## src/rtl/muldiv_pkg.sv

```systemverilog
// Shared constants, RV32M funct3 encodings and FSM state encoding for the
// iterative multiply/divide unit.
package muldiv_pkg;

    localparam int XLEN       = 32;
    localparam int ITER_COUNT = 32;
    localparam int CNT_W      = 5;

    localparam logic [2:0] F3_MUL    = 3'b000;
    localparam logic [2:0] F3_MULH   = 3'b001;
    localparam logic [2:0] F3_MULHSU = 3'b010;
    localparam logic [2:0] F3_MULHU  = 3'b011;
    localparam logic [2:0] F3_DIV    = 3'b100;
    localparam logic [2:0] F3_DIVU   = 3'b101;
    localparam logic [2:0] F3_REM    = 3'b110;
    localparam logic [2:0] F3_REMU   = 3'b111;

    typedef enum logic [1:0] {
        IDLE = 2'd0,
        CALC = 2'd1,
        FIX  = 2'd2,
        DONE = 2'd3
    } state_t;

endpackage

```

## src/rtl/muldiv_negate.sv

```systemverilog
// Conditional two's-complement: out = neg ? -in : in.
// Used for operand magnitudes and for the final sign correction.
module muldiv_negate
    import muldiv_pkg::*;
(
    input  logic [XLEN-1:0] in,
    input  logic            neg,
    output logic [XLEN-1:0] out
);

    assign out = neg ? (~in + 32'd1) : in;

endmodule

```

## src/rtl/muldiv_unit.sv

```systemverilog
// Iterative RV32M multiply/divide unit: 32 shift-add or restoring-divide
// steps on operand magnitudes, followed by a single sign-correction cycle.
module muldiv_unit
    import muldiv_pkg::*;
(
    input  logic            clk,
    input  logic            rst,
    input  logic            start,
    input  logic [2:0]      funct3,
    input  logic [XLEN-1:0] rs1_val,
    input  logic [XLEN-1:0] rs2_val,
    output logic            busy,
    output logic            done,
    output logic [XLEN-1:0] result,
    output state_t          fsm_state
);

    // Handshake: start is taken on any rising edge where busy==0 (IDLE or
    // DONE); operands are captured on that edge. done pulses for one cycle
    // with result valid, and result holds until the next accepted op
    // completes its FIX cycle.

    state_t            state_q, state_d;
    logic [CNT_W-1:0]  cnt_q;
    logic [2:0]        op_q;
    logic [XLEN-1:0]   b_q;
    logic [2*XLEN-1:0] acc_q;
    logic              neg_q;
    logic              spec_q;
    logic [XLEN-1:0]   result_q;

    logic              accept;
    logic              signed_a, signed_b, sign_a, sign_b;
    logic [XLEN-1:0]   mag_a, mag_b;
    logic              div_zero, div_ovf, special;
    logic [XLEN-1:0]   spec_val;
    logic              neg_next;

    assign busy      = (state_q == CALC) || (state_q == FIX);
    assign done      = (state_q == DONE);
    assign result    = result_q;
    assign fsm_state = state_q;
    assign accept    = start && !busy;

    assign signed_a = (funct3 != F3_MULHU) && (funct3 != F3_DIVU) && (funct3 != F3_REMU);
    assign signed_b = (funct3 == F3_MUL) || (funct3 == F3_MULH) ||
                      (funct3 == F3_DIV) || (funct3 == F3_REM);
    assign sign_a   = signed_a && rs1_val[XLEN-1];
    assign sign_b   = signed_b && rs2_val[XLEN-1];

    muldiv_negate u_neg_a (.in(rs1_val), .neg(sign_a), .out(mag_a));
    muldiv_negate u_neg_b (.in(rs2_val), .neg(sign_b), .out(mag_b));

    // Divide-by-zero and signed overflow bypass CALC with a fixed answer.
    assign div_zero = funct3[2] && (rs2_val == '0);
    assign div_ovf  = ((funct3 == F3_DIV) || (funct3 == F3_REM)) &&
                      (rs1_val == 32'h8000_0000) && (rs2_val == 32'hFFFF_FFFF);
    assign special  = div_zero || div_ovf;
    assign neg_next = (funct3 == F3_REM) ? sign_a : (sign_a ^ sign_b);

    always_comb begin
        spec_val = '0;
        if (div_zero)
            spec_val = funct3[1] ? rs1_val : 32'hFFFF_FFFF;
        else if (div_ovf)
            spec_val = funct3[1] ? 32'h0000_0000 : 32'h8000_0000;
    end

    // Multiply step: acc = {partial product, remaining multiplier bits}.
    logic [XLEN:0]     mul_sum;
    logic [2*XLEN-1:0] mul_next;
    assign mul_sum  = {1'b0, acc_q[2*XLEN-1:XLEN]} + (acc_q[0] ? {1'b0, b_q} : 33'd0);
    assign mul_next = {mul_sum, acc_q[XLEN-1:1]};

    // Divide step: acc = {partial remainder, dividend/quotient bits}.
    logic              div_ge;
    logic [XLEN-1:0]   div_diff;
    logic [2*XLEN-1:0] div_next;
    assign div_ge   = acc_q[2*XLEN-1:XLEN-1] >= {1'b0, b_q};
    assign div_diff = acc_q[2*XLEN-2:XLEN-1] - b_q;
    assign div_next = div_ge ? {div_diff, acc_q[XLEN-2:0], 1'b1}
                             : {acc_q[2*XLEN-2:0], 1'b0};

    // FIX stage: a 64-bit negation's high word is ~hi unless lo is zero.
    logic [XLEN-1:0] fix_in, fix_out, fix_val;
    logic            fix_neg, invert_hi;
    logic [XLEN-1:0] acc_lo, acc_hi;
    assign acc_lo = acc_q[XLEN-1:0];
    assign acc_hi = acc_q[2*XLEN-1:XLEN];

    always_comb begin
        fix_in    = acc_lo;
        fix_neg   = neg_q;
        invert_hi = 1'b0;
        if (spec_q) begin
            fix_neg = 1'b0;
        end else begin
            case (op_q)
                F3_MULH, F3_MULHSU, F3_MULHU: begin
                    fix_in    = acc_hi;
                    invert_hi = neg_q && (acc_lo != '0);
                end
                F3_REM, F3_REMU: fix_in = acc_hi;
                default:         fix_in = acc_lo;
            endcase
        end
    end

    muldiv_negate u_neg_fix (.in(fix_in), .neg(fix_neg), .out(fix_out));
    assign fix_val = invert_hi ? ~acc_hi : fix_out;

    always_comb begin
        state_d = state_q;
        case (state_q)
            IDLE, DONE: begin
                if (accept)
                    state_d = special ? FIX : CALC;
                else
                    state_d = IDLE;
            end
            CALC:    if (cnt_q == CNT_W'(ITER_COUNT - 1)) state_d = FIX;
            FIX:     state_d = DONE;
            default: state_d = IDLE;
        endcase
    end

    always_ff @(posedge clk) begin
        if (rst) begin
            state_q  <= IDLE;
            cnt_q    <= '0;
            op_q     <= '0;
            b_q      <= '0;
            acc_q    <= '0;
            neg_q    <= 1'b0;
            spec_q   <= 1'b0;
            result_q <= '0;
        end else begin
            state_q <= state_d;
            if (accept) begin
                op_q   <= funct3;
                b_q    <= mag_b;
                acc_q  <= {{XLEN{1'b0}}, special ? spec_val : mag_a};
                neg_q  <= neg_next;
                spec_q <= special;
                cnt_q  <= '0;
            end else if (state_q == CALC) begin
                acc_q <= op_q[2] ? div_next : mul_next;
                cnt_q <= cnt_q + 1'b1;
            end
            if (state_q == FIX)
                result_q <= fix_val;
        end
    end

endmodule

```

## config.mk

```make
export PLATFORM = sky130hd
export DESIGN_NAME = muldiv_unit
export DESIGN_NICKNAME = d
export VERILOG_FILES = /design/src/rtl/muldiv_pkg.sv /design/src/rtl/muldiv_negate.sv /design/src/rtl/muldiv_unit.sv
export SDC_FILE = /design/constraint.sdc
export NUM_CORES = 1
export LEC_CHECK = 0
export ABC_AREA = 1
export CORE_UTILIZATION = 50
export DETAILED_ROUTE_END_ITERATION = 10
export PLACE_DENSITY_LB_ADDON = 0.25
export SLEW_MARGIN = 30
export SYNTH_ARGS = -nofsm -noshare
export SYNTH_HDL_FRONTEND = slang
export SYNTH_SLANG_ARGS = --single-unit
```

## constraint.sdc

```tcl
create_clock -name clk -period 5.8 [get_ports clk]
set_clock_uncertainty 0.2 [all_clocks]
set_input_delay 1.16 -clock clk [delete_from_list [all_inputs] [get_ports clk]]
set_output_delay 1.16 -clock clk [all_outputs]
set_load 0.03 [all_outputs]
```

## Yosys cells after proc, flatten, opt, wreduce, memory -nomap -nowiden

Cells that the tools add are included.

- Input port bits: 70
- Output and inout bits: 36
- Logic and storage cells: 88
- Flip-flop bits (word level): 140

- Bitwise operators: 5
- Multiplexer cells: 24
- $add $sub $neg: 6
- Reductions and logical operators: 25
- Magnitude comparators: 1
- Equal/unequal tests: 18

Operators with widths:

| operator | count |
|---|---|
| 2-to-1 mux 32 bit | 14 |
| 2-to-1 mux 64 bit | 2 |
| inverter 32 bit | 4 |
| adder 32 x 1 -> 32 bit (second input constant) | 3 |
| == test 32 bit (second input constant) | 2 |
| adder 32 x 32 -> 33 bit | 1 |
| greater-or-equal comparator 33 x 32 -> 1 bit | 1 |
| logical NOT 32 bit | 1 |
| nonzero test 32 bit | 1 |
| subtractor 32 bit | 1 |
| == test 3 bit (second input constant) | 4 |
| logical AND 1 bit | 9 |
| == test 3 x 1 -> 1 bit (second input constant) | 2 |
| == test 3 x 2 -> 1 bit (second input constant) | 2 |
| logical OR 1 bit | 6 |
| 2-to-1 mux 2 bit | 3 |
| != test 3 bit (second input constant) | 2 |
| one-hot mux 2 bit (3 select lines) | 1 |
| adder 5 x 1 -> 5 bit (second input constant) | 1 |
| == test 5 bit (second input constant) | 1 |
| OR reduction 5 bit | 1 |
| == test 2 bit (second input constant) | 2 |
| 2-to-1 mux 1 bit | 4 |
| OR reduction 2 bit | 2 |
| 9 further kinds | 9 |

## Depth between registers and ports, before layout

- Depth after elaboration: 8
- Mapped depth: 20
- Mapped depth without buffers: 18

## Hierarchy

A second synthesis with hierarchy kept.

- Cell total of the unflattened synthesis: 2923
- Area, all modules: 16216.8 sq um

Modules (own cells, without submodules):

| module | area each (sq um) | seq. area each (sq um) | cells an instance | instances |
|---|---|---|---|---|
| muldiv_unit | 12891.1 | 2802.7 | 2242 | 1 |
| muldiv_negate | 1108.6 | 0.0 | 227 | 3 |

## Worst setup path after synthesis

No wires, ideal clock.

- Path kind: input to register
- Start: input port rs2_val[1]
- End: register acc_q[15]
- Arrival time: 2707 ps
- Data required time: 5468 ps
- Slack: 2760 ps
- Library setup time: 132 ps
- Stages on the path: 12
- Cells stage by stage: inv_1 ha_1 nand3_1 nor2_2 nand2_1 nor4_1 nand2_1 nand2_2 buf_2 o21ai_0 o21ai_0 a21oi_1

- Longest elaborated chain between the ends: 6
- Elaborated cells on any way between the ends: 9

Ends and longest elaborated chain:

| what | RTL line | RTL |
|---|---|---|
| from (decl) | muldiv_unit.sv:11 | `input logic [XLEN-1:0] rs2_val,` |
| == test 32 bit | muldiv_unit.sv:57 | `(rs1_val == 32'h8000_0000) && (rs2_val == 32'hFFFF_FFFF);` |
| logical AND 1 bit | muldiv_unit.sv:57 |  |
| 2-to-1 mux 32 bit | muldiv_unit.sv:65 | `else if (div_ovf)` |
| 2-to-1 mux 32 bit | muldiv_unit.sv:63 | `if (div_zero)` |
| 2-to-1 mux 32 bit * | muldiv_unit.sv:142 | `acc_q <= {{XLEN{1'b0}}, special ? spec_val : mag_a};` |
| 2-to-1 mux 32 bit * | muldiv_unit.sv:139 | `if (accept) begin` |
| to (signal assigned) | muldiv_unit.sv:142 |  |
| to (signal assigned) | muldiv_unit.sv:147 | `acc_q <= op_q[2] ? div_next : mul_next;` |
| to (decl) | muldiv_unit.sv:27 | `logic [2*XLEN-1:0] acc_q;` |

Mark *: on every way between the ends. The rest lies on a longest branch, timed or not.
A chain may end at the register's enable or synchronous reset.

## Worst setup path in the final report

- Start: input port funct3[1]
- End: register acc_q[25]

- Longest elaborated chain between the ends: 8
- Elaborated cells on any way between the ends: 18

Ends and longest elaborated chain:

| what | RTL line | RTL |
|---|---|---|
| from (decl) | muldiv_unit.sv:9 | `input logic [2:0] funct3,` |
| == test 3 bit | muldiv_unit.sv:56 | `assign div_ovf = ((funct3 == F3_DIV) \|\| (funct3 == F3_REM)) &&` |
| logical OR 1 bit | muldiv_unit.sv:56 |  |
| logical AND 1 bit | muldiv_unit.sv:56 |  |
| logical AND 1 bit | muldiv_unit.sv:57 |  |
| 2-to-1 mux 32 bit | muldiv_unit.sv:65 |  |
| 2-to-1 mux 32 bit | muldiv_unit.sv:63 |  |
| 2-to-1 mux 32 bit * | muldiv_unit.sv:142 |  |
| 2-to-1 mux 32 bit * | muldiv_unit.sv:139 |  |

Marks and branches as above.

==> flow_summary.ini <==
[synthesis]
post_synth_most_frequent_cells = nand2_1 (743), inv_1 (327), nor2_1 (253)
synth_sequential_area_ratio = 0.1898
async_set_or_reset_register_ratio_after_synthesis = 0
synth.most_common_cell = nand2_1
synth_fp_nets = 2764
syn_area_um2 = 14760
synth_top_flop_cell = dfxtp_1
synth-edff-count = 0
most_area_hungry_cell_type_in_the_yosys_netlist = dfxtp_1
syn_avg_cell_area_um2 = 5.637
post_synth_main_area_contributors = dfxtp_1 (19%), nand2_1 (19%), inv_1 (8.3%), a21oi_1 (7.5%), o21ai_0 (7.4%)
yosysWarningCount = 0
postSynthRegisterBits = 140
synthCells = 2619
yosysUniqueCellTypes = 50
netlist.area_leader.share = 0.1898

[die]
core_area_um2 = 28860
die-area_um2 = 30220
floorplan.die.width_um = 173.8
io-pin-count = 106
initial_core_util = 0.5116
rows = 62
vertical_die_dimension_um = 173.8

[cts]
cts.clk_slew.worst_paths_ns = 0.06
clkSinkCount = 140
post-cts-setup-buffer-count = 0
cts_hold_buf = 0
cts_root_buffer = clkbuf_16
cts_resized = 0
cts_max_level = 4
cts_tree = done
clk_latency_ns = 0.44
cts-root-to-sink-buffers = 2
numCtsBuffers = 17

[worst_setup_path]
timing.critical_path.fanout_max = 30
startpoint_type = input port
crit_type = input port to flip-flop
timing.critical_path.to_type = flip-flop
critPathArrivalTime_ns = 4.14
crit_required_ns = 5.96

[global_routing]
grt_start_max_net_pins = 64
gr-total-overflow = 0
wire_length_of_the_first_global_routing_pass_um = 90160
first_global_vias = 16000
groute.usage.overall = 0.3821
antenna_found_initial = 0

[timing]
timing.final.hold_violations = 0
relSlewSlack = 0.3367
finalSetupViolations = 0
fmax_mhz = 251.1
worst_pin_slew_ns = 0.9912
post_route_setup_tns_ns = 0
layout_worst_path_cycle_share = 0.6866
setup_slack_ns = 1.818
rsz0062_at_grt = no
period_minus_slack_ns = 3.982
timing.final.max_slew_violations = 0

[place]
hpwlAfterDp_um = 46370
final_replace_weighted_congestion = 1.025
io_buffer_count = 105
place_inst = 3028
dp_slack_ns = 1.414

[run_status]
run_status = finished clean

[power]
power_leakage_nw = 7.829
power_per_cell_area_nw_per_um2 = 444.1
power.ir.vdd_worst_uv = 249.2

[layout]
drive_above_1_share = 0.03252
finish.cell_count_without_fillers = 3059
finalNetCount = 2808
antenna_cells_inserted = 0
area_delta_synth_final_pct = 12.66

[route]
drt-pass1-iter-count = 6
drc_violation_count_after_routing = 0
postRouteWirelength_um = 58530
num_vias = 17900
drtAntennaViolNets = 0
route.detailed.wl_per_inst_um = 19.13
viasPerCell = 5.850
initialDrtViolationCount = 2266

[run]
drv.max_cap_violation_count = 0

[worst_hold_path]
worst_hold_path_type = flip-flop to flip-flop
==> final timing paths <==
kind	start	end	slack, ns	cells past startpoint
worst max register to register	b_q[23]$_SDFFE_PP0P_	acc_q[50]$_SDFFE_PP0P_	1.87	15
worst min register to register	result[19]$_SDFFE_PP0P_	result[19]$_SDFFE_PP0P_	0.26	2
worst max-delay path	funct3[1]	acc_q[25]$_SDFFE_PP0P_	1.82	11
worst min-delay path	result[19]$_SDFFE_PP0P_	result[19]$_SDFFE_PP0P_	0.26	2
==> metrics by stage <==
step           cell area, um^2  power [mW]  hold WS, ns    util
6_report                 16630       7.386       0.2625  0.5764
5_1_grt                  16630       7.908       0.2804  0.5764
4_1_cts                  16630       7.233       0.2641  0.5764
3_5_place_dp             16000       6.024       0.2546  0.5545
3_3_place_gp             16000       5.993       0.2520  0.5545
2_1_floorplan            14760       4.659       0.2401       -
==> kinds of logic after synthesis <==
family / synth area share
compound gates: 0.2004
buf+inv: 0.1140
fa+ha+maj: 0.06458
flops: 0.1898
xor+xnor: 0.04865
simple gates: 0.3826
==> registers in the layout, summed over array words and instances (netlist names) <==
name,count
op_q,3
fsm_state,2
acc_q,64
result,32
cnt_q,5
neg_q,1
spec_q,1
b_q,32
==> layer usage <==
layer | GRT usage | vias to the layer above | part of all wire
li1 | - | 8676 | -
met1 | 0.5606 | 8117 | 0.44
met2 | 0.5518 | 1007 | 0.41
met3 | 0.06513 | 95 | 0.11
met4 | 0.1414 | 0 | 0.035
met5 | 0 | - | 0
==> worst max-delay path: stages <==
cell,delay (ns)
clkdlybuf4s50_1,0.54
inv_1,0.68
a21oi_1,0.18
nor2_1,0.14
buf_4,0.25
inv_1,0.27
nor2_1,0.23
nor2_1,0.05
o21ai_0,0.38
nand2_1,0.10
a21oi_1,0.15
==> power breakdown <==
part | internal (mW) | total, mW | switching, mW
registers | 1.21 | 1.52 | 0.317
logic | 1.41 | 4.67 | 3.26
clock network | 0.733 | 1.19 | 0.462
==> final cells by class <==
cell class | instances | area [um^2]
clock buffer | 19 | 442.9
clock inverter | 12 | 186.4
fill | 3052 | 12230
inverter | 338 | 1272
multi-input combinational | 2045 | 10280
sequential | 140 | 2804
tap | 384 | 480.5
timing repair buffer | 121 | 1166
==> placed cells by master, fill, tap and decap left out, types with 63 or more instances in the layout <==
cell	synthesis	final
ha_1	73	73
nand3_1	214	214
o21ai_0	217	217
xor2_1	63	63
nand2_1	743	743
inv_1	327	327
nor2_1	253	252
dfxtp_1	140	139
clkdlybuf4s50_1	0	104
a21oi_1	220	220
No activity file was read; power rests on OpenSTA's default activity.
